[src/rtl/timer_pkg.sv]
// rtl/timer_pkg.sv - shared constants for the multi-phase timer (mode and channel state encodings)
package timer_pkg;

  localparam int DEF_N_CH  = 4;
  localparam int DEF_WIDTH = 8;

  localparam logic MODE_ONESHOT = 1'b0;
  localparam logic MODE_RELOAD  = 1'b1;

  localparam logic [0:0] ST_IDLE = 1'b0;
  localparam logic [0:0] ST_RUN  = 1'b1;

endpackage

[src/rtl/timer_channel.sv]
// rtl/timer_channel.sv - one down-counting phase timer channel, IDLE <-> RUN
module timer_channel
  import timer_pkg::*;
#(
  parameter int WIDTH = DEF_WIDTH
) (
  input  logic             clk,
  input  logic             reset_n,
  input  logic             tick,
  input  logic [WIDTH-1:0] tp_val,
  input  logic             start_t,
  input  logic             stop,
  input  logic             mode,
  output logic             busy,
  output logic             expired,
  output logic [WIDTH-1:0] count
);

  logic [0:0]       state;
  logic [WIDTH-1:0] period_q;
  logic             mode_q;

  // Priority stop > start_t > tick; count never rests at zero while RUN.
  always_ff @(posedge clk or negedge reset_n) begin
    if (!reset_n) begin
      state    <= ST_IDLE;
      period_q <= '0;
      mode_q   <= MODE_ONESHOT;
      count    <= '0;
      expired  <= 1'b0;
    end else begin
      expired <= 1'b0;
      if (stop) begin
        state <= ST_IDLE;
        count <= '0;
      end else if (start_t) begin
        period_q <= tp_val;
        mode_q   <= mode;
        count    <= tp_val;
        if (tp_val == '0) begin
          state   <= ST_IDLE;
          expired <= 1'b1;
        end else begin
          state <= ST_RUN;
        end
      end else if (tick && state == ST_RUN) begin
        if (count > WIDTH'(1)) begin
          count <= count - WIDTH'(1);
        end else begin
          expired <= 1'b1;
          if (mode_q == MODE_RELOAD) begin
            count <= period_q;
          end else begin
            count <= '0;
            state <= ST_IDLE;
          end
        end
      end
    end
  end

  assign busy = (state == ST_RUN);

endmodule

[src/rtl/multi_phase_timer.sv]
// rtl/multi_phase_timer.sv - N_CH phase timers on a shared tick; optional prescaler via TIMER_PRESCALE_EN
module multi_phase_timer
  import timer_pkg::*;
#(
  parameter int N_CH     = DEF_N_CH,
  parameter int WIDTH    = DEF_WIDTH,
  parameter int PRESCALE = 10
) (
  input  logic                  clk,
  input  logic                  reset_n,
  input  logic                  enable,
  input  logic [N_CH*WIDTH-1:0] tp_val,
  input  logic [N_CH-1:0]       start_t,
  input  logic [N_CH-1:0]       stop,
  input  logic [N_CH-1:0]       mode,
  output logic [N_CH-1:0]       busy,
  output logic [N_CH-1:0]       expired,
  output logic [N_CH*WIDTH-1:0] count
);

  logic tick;

`ifdef TIMER_PRESCALE_EN
  generate
    if (PRESCALE >= 2) begin : g_pre
      localparam int PW = $clog2(PRESCALE);
      localparam logic [PW-1:0] PRE_LAST = PW'(PRESCALE - 1);
      logic [PW-1:0] pre;

      // Free-running: start_t/stop never realign the prescale phase.
      always_ff @(posedge clk or negedge reset_n) begin
        if (!reset_n) begin
          pre <= '0;
        end else if (enable) begin
          if (pre == PRE_LAST) pre <= '0;
          else                 pre <= pre + PW'(1);
        end
      end

      assign tick = enable && (pre == PRE_LAST);
    end else begin : g_nopre
      assign tick = enable;
    end
  endgenerate
`else
  logic unused_prescale;
  assign unused_prescale = (PRESCALE > 0);
  assign tick = enable;
`endif

  generate
    for (genvar i = 0; i < N_CH; i++) begin : g_ch
      timer_channel #(.WIDTH(WIDTH)) u_ch (
        .clk     (clk),
        .reset_n (reset_n),
        .tick    (tick),
        .tp_val  (tp_val[i*WIDTH +: WIDTH]),
        .start_t (start_t[i]),
        .stop    (stop[i]),
        .mode    (mode[i]),
        .busy    (busy[i]),
        .expired (expired[i]),
        .count   (count[i*WIDTH +: WIDTH])
      );
    end
  endgenerate

endmodule

[config.mk]
export PLATFORM = sky130hd
export DESIGN_NAME = multi_phase_timer
export DESIGN_NICKNAME = d
export VERILOG_FILES = /design/src/rtl/timer_pkg.sv /design/src/rtl/timer_channel.sv /design/src/rtl/multi_phase_timer.sv
export SDC_FILE = /design/constraint.sdc
export NUM_CORES = 1
export LEC_CHECK = 0
export BUFFER_PORTS_ARGS = -buffer_cell sky130_fd_sc_hd__buf_4
export CAP_MARGIN = 30
export CELL_PAD_IN_SITES_DETAIL_PLACEMENT = 0
export CELL_PAD_IN_SITES_GLOBAL_PLACEMENT = 1
export CORE_AREA = 3 3 113 115
export DETAILED_ROUTE_END_ITERATION = 6
export DIE_AREA = 0 0 116 118
export PLACE_DENSITY = 0.71
export SETUP_SLACK_MARGIN = 0.02
export SLEW_MARGIN = 10
export SYNTH_ARGS = -nofsm -noshare
export SYNTH_HDL_FRONTEND = slang
export SYNTH_SLANG_ARGS = --single-unit
[constraint.sdc]
create_clock -name clk -period 2.4 [get_ports clk]
set_clock_uncertainty 0.15 [all_clocks]
set_input_delay 0.24 -clock clk [delete_from_list [all_inputs] [get_ports clk]]
set_output_delay 0.24 -clock clk [all_outputs]
set_load 0.05 [all_outputs]
# Yosys cells after proc, flatten, opt, wreduce, memory -nomap -nowiden
# Cells that the tools add are included.
[op_classes]
reduce_logical = 20
order_cmp = 4
add_sub_neg = 4
n_bitwise = 4
eq_ne = 8
mux = 64
[op_table]
columns = ["op", "n"]
rows = [
  ["2-to-1 mux 8 bit", 20],
  ["2-to-1 mux 1 bit", 44],
  ["greater-than comparator 8 x 1 -> 1 bit (second input constant)", 4],
  ["logical NOT 8 bit", 4],
  ["subtractor 8 x 1 -> 8 bit (second input constant)", 4],
  ["inequality test 3 bit (second input constant)", 8],
  ["AND reduction 3 bit", 4],
  ["nonzero test 3 bit", 4],
  ["AND reduction 2 bit", 4],
  ["logical AND 1 bit", 4],
  ["inverter 1 bit", 4],
]
[word_totals]
word_cells = 124
in_bits = 47
register_bits = 76

# Depth between registers and ports, before layout
[depth]
ltp_word = 5
mapped_depth = 9
mapped_depth_nobuf = 7

# Cells and area by module
# From an unflattened synthesis, not the netlist that was laid out.
[hier_totals]
cells_unflattened = 539
hier_area_um2 = 4568.1
[by_module_without_submodules]
columns = ["module", "seq_area_each_um2", "cells_each", "area_per_inst_um2", "instances"]
rows = [
  ["timer_channel (g_ch[0].u_ch ...)", 475.5, 133, 1112.3, 2],
  ["timer_channel (g_ch[2].u_ch)", 475.5, 138, 1192.4, 1],
  ["timer_channel (g_ch[3].u_ch)", 475.5, 135, 1151.1, 1],
]

# Least setup slack after synthesis
# OpenSTA, ideal clock, no wires.
[synth_path]
path_kind = "reg-to-reg"
startpoint = "reg g_ch[0].u_ch.count[4]"
endpoint = "reg g_ch[0].u_ch.expired"
path_slack_ps = -181
arrival_ps = 2353
required_ps = 2173
path_stages_with_launch = 7
n_path_buf = 2
path_cell_list = "dfrtp_1 > or4_1 > clkbuf_2 > or4_1 > buf_2 > or3_1 > a21oi_1"
[synth_between]
elab_chain_len = 5
[synth_rtl]
columns = ["item", "line_no", "text"]
rows = [
  ["start, declared", "timer_channel.sv:16", "output logic [WIDTH-1:0] count"],
  ["start signal, assigned", "timer_channel.sv:39", "count <= tp_val;"],
  ["start signal, assigned", "timer_channel.sv:48", "count <= count - WIDTH'(1);"],
  ["start signal, assigned", "timer_channel.sv:52", "count <= period_q;"],
  ["greater-than comparator 8 x 1 -> 1 bit", "timer_channel.sv:47", "if (count > WIDTH'(1)) begin"],
  ["2-to-1 mux 1 bit", "timer_channel.sv:47", ""],
  ["2-to-1 mux 1 bit", "timer_channel.sv:46", "end else if (tick && state == ST_RUN) begin"],
  ["2-to-1 mux 1 bit", "timer_channel.sv:36", "end else if (start_t) begin"],
  ["2-to-1 mux 1 bit", "timer_channel.sv:33", "if (stop) begin"],
  ["end signal, assigned", "timer_channel.sv:32", "expired <= 1'b0;"],
  ["end signal, assigned", "timer_channel.sv:42", "expired <= 1'b1;"],
  ["end signal, assigned", "timer_channel.sv:50", "expired <= 1'b1;"],
  ["end, declared", "timer_channel.sv:15", "output logic expired,"],
]
# Every way passes these cells.
# A chain may end at the register's enable or synchronous reset.

# Worst setup path after layout
[layout_path]
startpoint = "reg g_ch[0].u_ch.count[5]"
endpoint = "reg g_ch[0].u_ch.count[0]"
[layout_between]
elab_chain_len = 5
[layout_rtl]
columns = ["item", "line_no"]
rows = [
  ["greater-than comparator 8 x 1 -> 1 bit", "timer_channel.sv:47"],
  ["2-to-1 mux 8 bit", "timer_channel.sv:47"],
  ["2-to-1 mux 8 bit", "timer_channel.sv:46"],
  ["2-to-1 mux 8 bit", "timer_channel.sv:36"],
  ["2-to-1 mux 8 bit", "timer_channel.sv:33"],
]
# Every way passes these cells. The select of a mux whose other input is x is not followed.

==> impl_metrics.csv <==
group,metric,value,unit
status,outcome,"complete, no violations",
synthesis,synth_edf_count,0,
layout,stdcell_area,0.00592,mm²
hold_path,hp-start,"tp_val[13]",
sta,fmax,429,MHz
cts,ctsHtreeMaxLevel,3,
setup_path,cp_cell_sequence,"or4_1 -> or4_1 -> buf_4 -> nor3_1 -> a221oi_1 -> o31ai_1",
hold_path,hp-class,"in -> reg",
setup_path,worstSetupPathType,"reg -> reg",
route,dr.first_iter.drc_count,293,
setup_path,r2r_slack,0.07,ns
job,maxCapViolCount,0,
setup_path,path_common_cell,"or4_1",
cts,cts_tree,"yes",
layout,layout.nets,689,
sta,slew_violations,0,
global_routing,antenna_found_initial,0,
setup_path,critPathMaxStageDelay,0.63,ns
pwr,cellLeakagePower,2.69,nW
floorplan,core.rowCount,40,
placement,dpl_cell_area,0.00523,mm²
setup_path,crit_arrival,2.42,ns
layout,fillers,1142,
sta,hold_viol,0,
global_routing,grt_max_degree,67,
layout,n_antenna_cell,0,
synthesis,ys_seq_area_share,43.7,%
hold_path,whs_path_depth,3,
setup_path,path_max_fanout,6,
pwr,ir_worst_vdd,316,µV
layout,register_area,0.00191,mm²
cts,post_cts_buffers,0,
synthesis,synth.distinct_cells,56,
cts,cts_root_buffer,"clkbuf_16",
route,routedWlPerCell,16.3,µm
synthesis,syn_area,0.00435,mm²
sta,fin_crit_sh,97.2,%
setup_path,slowest_stage,"or4_1",
sta,setup_viol,0,
layout,syn_to_final_growth,36.3,%
cts,clock-sinks,76,
floorplan,core_area,0.0119,mm²
sta,min_period,2.33,ns
layout,multi_input_area,0.00222,mm²
setup_path,required,2.49,ns
global_routing,grt_pass1_vias,4176,
cts,cts_made_buffers,9,
sta,slew_headroom,54.3,%
sta,tightest_slew,0.685,ns
sta,rsz0062_at_grt,"no",
floorplan,dieArea,0.0137,mm²
route,route.detailed.drc,0,
cts,clk_path_buf_depth,2,
setup_path,start_kind,"flop",
synthesis,synth-main-ff-cell,"dfrtp_1",
layout,final_cell_mix,"buf_4, nand2_1, dfrtp_1, nor2_1, dlygate4sd3_1",
setup_path,endpoint_kind,"flop",
placement,place_hpwl,8960,µm
synthesis,synth_seq_cells,76,
setup_path,timing.rr.start,"g_ch[0].u_ch.count[5]",
global_routing,grt_pass1_wl,20700,µm
synthesis,synth.net_count,564,
route,wl,12800,µm
synthesis,syn_area_per_cell,8.54,µm²
synthesis,ys_async_sr_fraction,100,%
cts,clock_latency,0.34,ns
floorplan,top_level_ports,87,
placement,port_buffers,86,
route,viasPerCell,5.37,
setup_path,reg2regPathDepth,6,
route,drt.antenna.violating_nets,0,
sta,whs,0.0125,ns
pwr,p_per_area,690,mW/mm²
route,first_pass_iters,4,
setup_path,r2r_end,"g_ch[0].u_ch.count[0]",
hold_path,hold_path_end,"g_ch[1].u_ch.period_q[5]",
floorplan,start_util,36.5,%
global_routing,gr-total-overflow,0,
layout,mostFrequentLayoutCell,"buf_4",
global_routing,grt_util_all_layers,18.9,%
placement,place_congestion,0.849,
floorplan,die_h,118,µm
synthesis,synthCells,509,
layout,layout-drive-gt1-share,23.8,%
synthesis,yosysWarnings,0,
route,num_vias,4221,
cts,cts.clk_slew.worst_paths,0.06,ns
floorplan,die_w,116,µm
==> critical path, delay by kind of cell, from the launching register on <==
family / cells / cell delay, ns
and+or+nand+nor: 3 / 1.33
DFF: 1 / 0.43
buffers and inverters: 1 / 0.17
AOI/OAI and AO/OA: 2 / 0.16
==> layout make-up <==
cell class / instances / area share, %
sequential: 76 / 32.2
multi-input combinational: 378 / 37.5
clock buffer: 12 / 4.16
clock inverter: 4 / 1.22
timing repair buffer: 148 / 20.4
inverter: 21 / 1.33
tap: 147 / 3.10
==> logic make-up (layout without fill, tap and decap cells) <==
kind of cell,count (synthesis),in the layout,synth area share (%)
xor gates and xnor gates,12,12,2.42
DFF,76,76,43.7
AOI/OAI and AO/OA,122,122,18.3
muxes,14,14,3.60
adders and majority gates,8,8,2.30
and+or+nand+nor,222,222,24.1
buffers and inverters,55,185,5.61
==> where the power goes <==
group | internal, mW | total [mW] | switching (mW)
sequential | 1.41 | 1.55 | 0.134
clock | 0.939 | 1.49 | 0.547
combinational | 0.444 | 1.06 | 0.614
==> registers in the layout, indices dropped and copies added (netlist names) <==
register,cells
g_ch.u_ch.count,32
g_ch.u_ch.period_q,32
g_ch.u_ch.busy,4
g_ch.u_ch.expired,4
g_ch.u_ch.mode_q,4
==> worst max-delay path by stage <==
stage                                     start                     to  slack, ns  cells after the start
after floorplan           g_ch[0].u_ch.count[2]   g_ch[0].u_ch.expired      -0.03                      6
after global placement    g_ch[2].u_ch.count[4]  g_ch[2].u_ch.count[2]       0.18                      6
after detailed placement  g_ch[0].u_ch.count[5]   g_ch[0].u_ch.expired       0.12                      4
after CTS                 g_ch[0].u_ch.count[5]  g_ch[0].u_ch.count[0]       0.07                      6
after global routing      g_ch[0].u_ch.count[5]  g_ch[0].u_ch.count[0]       0.02                      6
final                     g_ch[0].u_ch.count[5]  g_ch[0].u_ch.count[0]       0.07                      6
==> what timing repair did <==
action                                  CTS  global route
hold buffers                             35             0
endpoints found under the setup margin    0             1
hold endpoints to repair                113             0
resized for setup                         0             1
==> per-stage QoR <==
step	TNS (ns)	utilization, %	power, mW	std cells	setup slack (ns)
3_5_place_dp	0	43.9	2.57	734	0.124
6_report	0	49.7	4.09	786	0.0667
5_1_grt	0	49.7	4.30	786	0.0229
4_1_cts	0	49.5	4.12	785	0.0703
3_3_place_gp	0	43.9	2.56	734	0.177
2_1_floorplan	-0.0315	-	2.20	509	-0.0315
==> synth_stat cells (4+ instances only) <==
cell type	instances	area, µm²
a211oi_1	6	45.0
a21oi_1	30	150
a221oi_1	4	35.0
a22o_1	4	35.0
a31oi_1	9	56.3
and3_1	4	25.0
buf_4	9	67.6
clkbuf_1	22	82.6
dfrtp_1	76	1900
ha_1	8	100
inv_1	21	78.8
mux2_2	13	146
nand2_1	94	353
nand3_1	15	75.1
nand3b_1	8	60.1
nand4_1	4	25.0
nor2_1	41	154
nor2b_1	6	37.5
nor3_1	17	85.1
nor4_1	11	68.8
o21ai_0	33	165
or3_1	5	31.3
or4_1	4	30.0
xnor2_1	10	87.6
==> per-layer routing <==
metal | wire length [µm] | track usage (%)
met5 | 0 | 0
met3 | 504 | 2.98
met2 | 6010 | 29.8
met4 | 325 | 9.21
met1 | 6000 | 25.1
No activity file was read; power rests on OpenSTA's default activity.
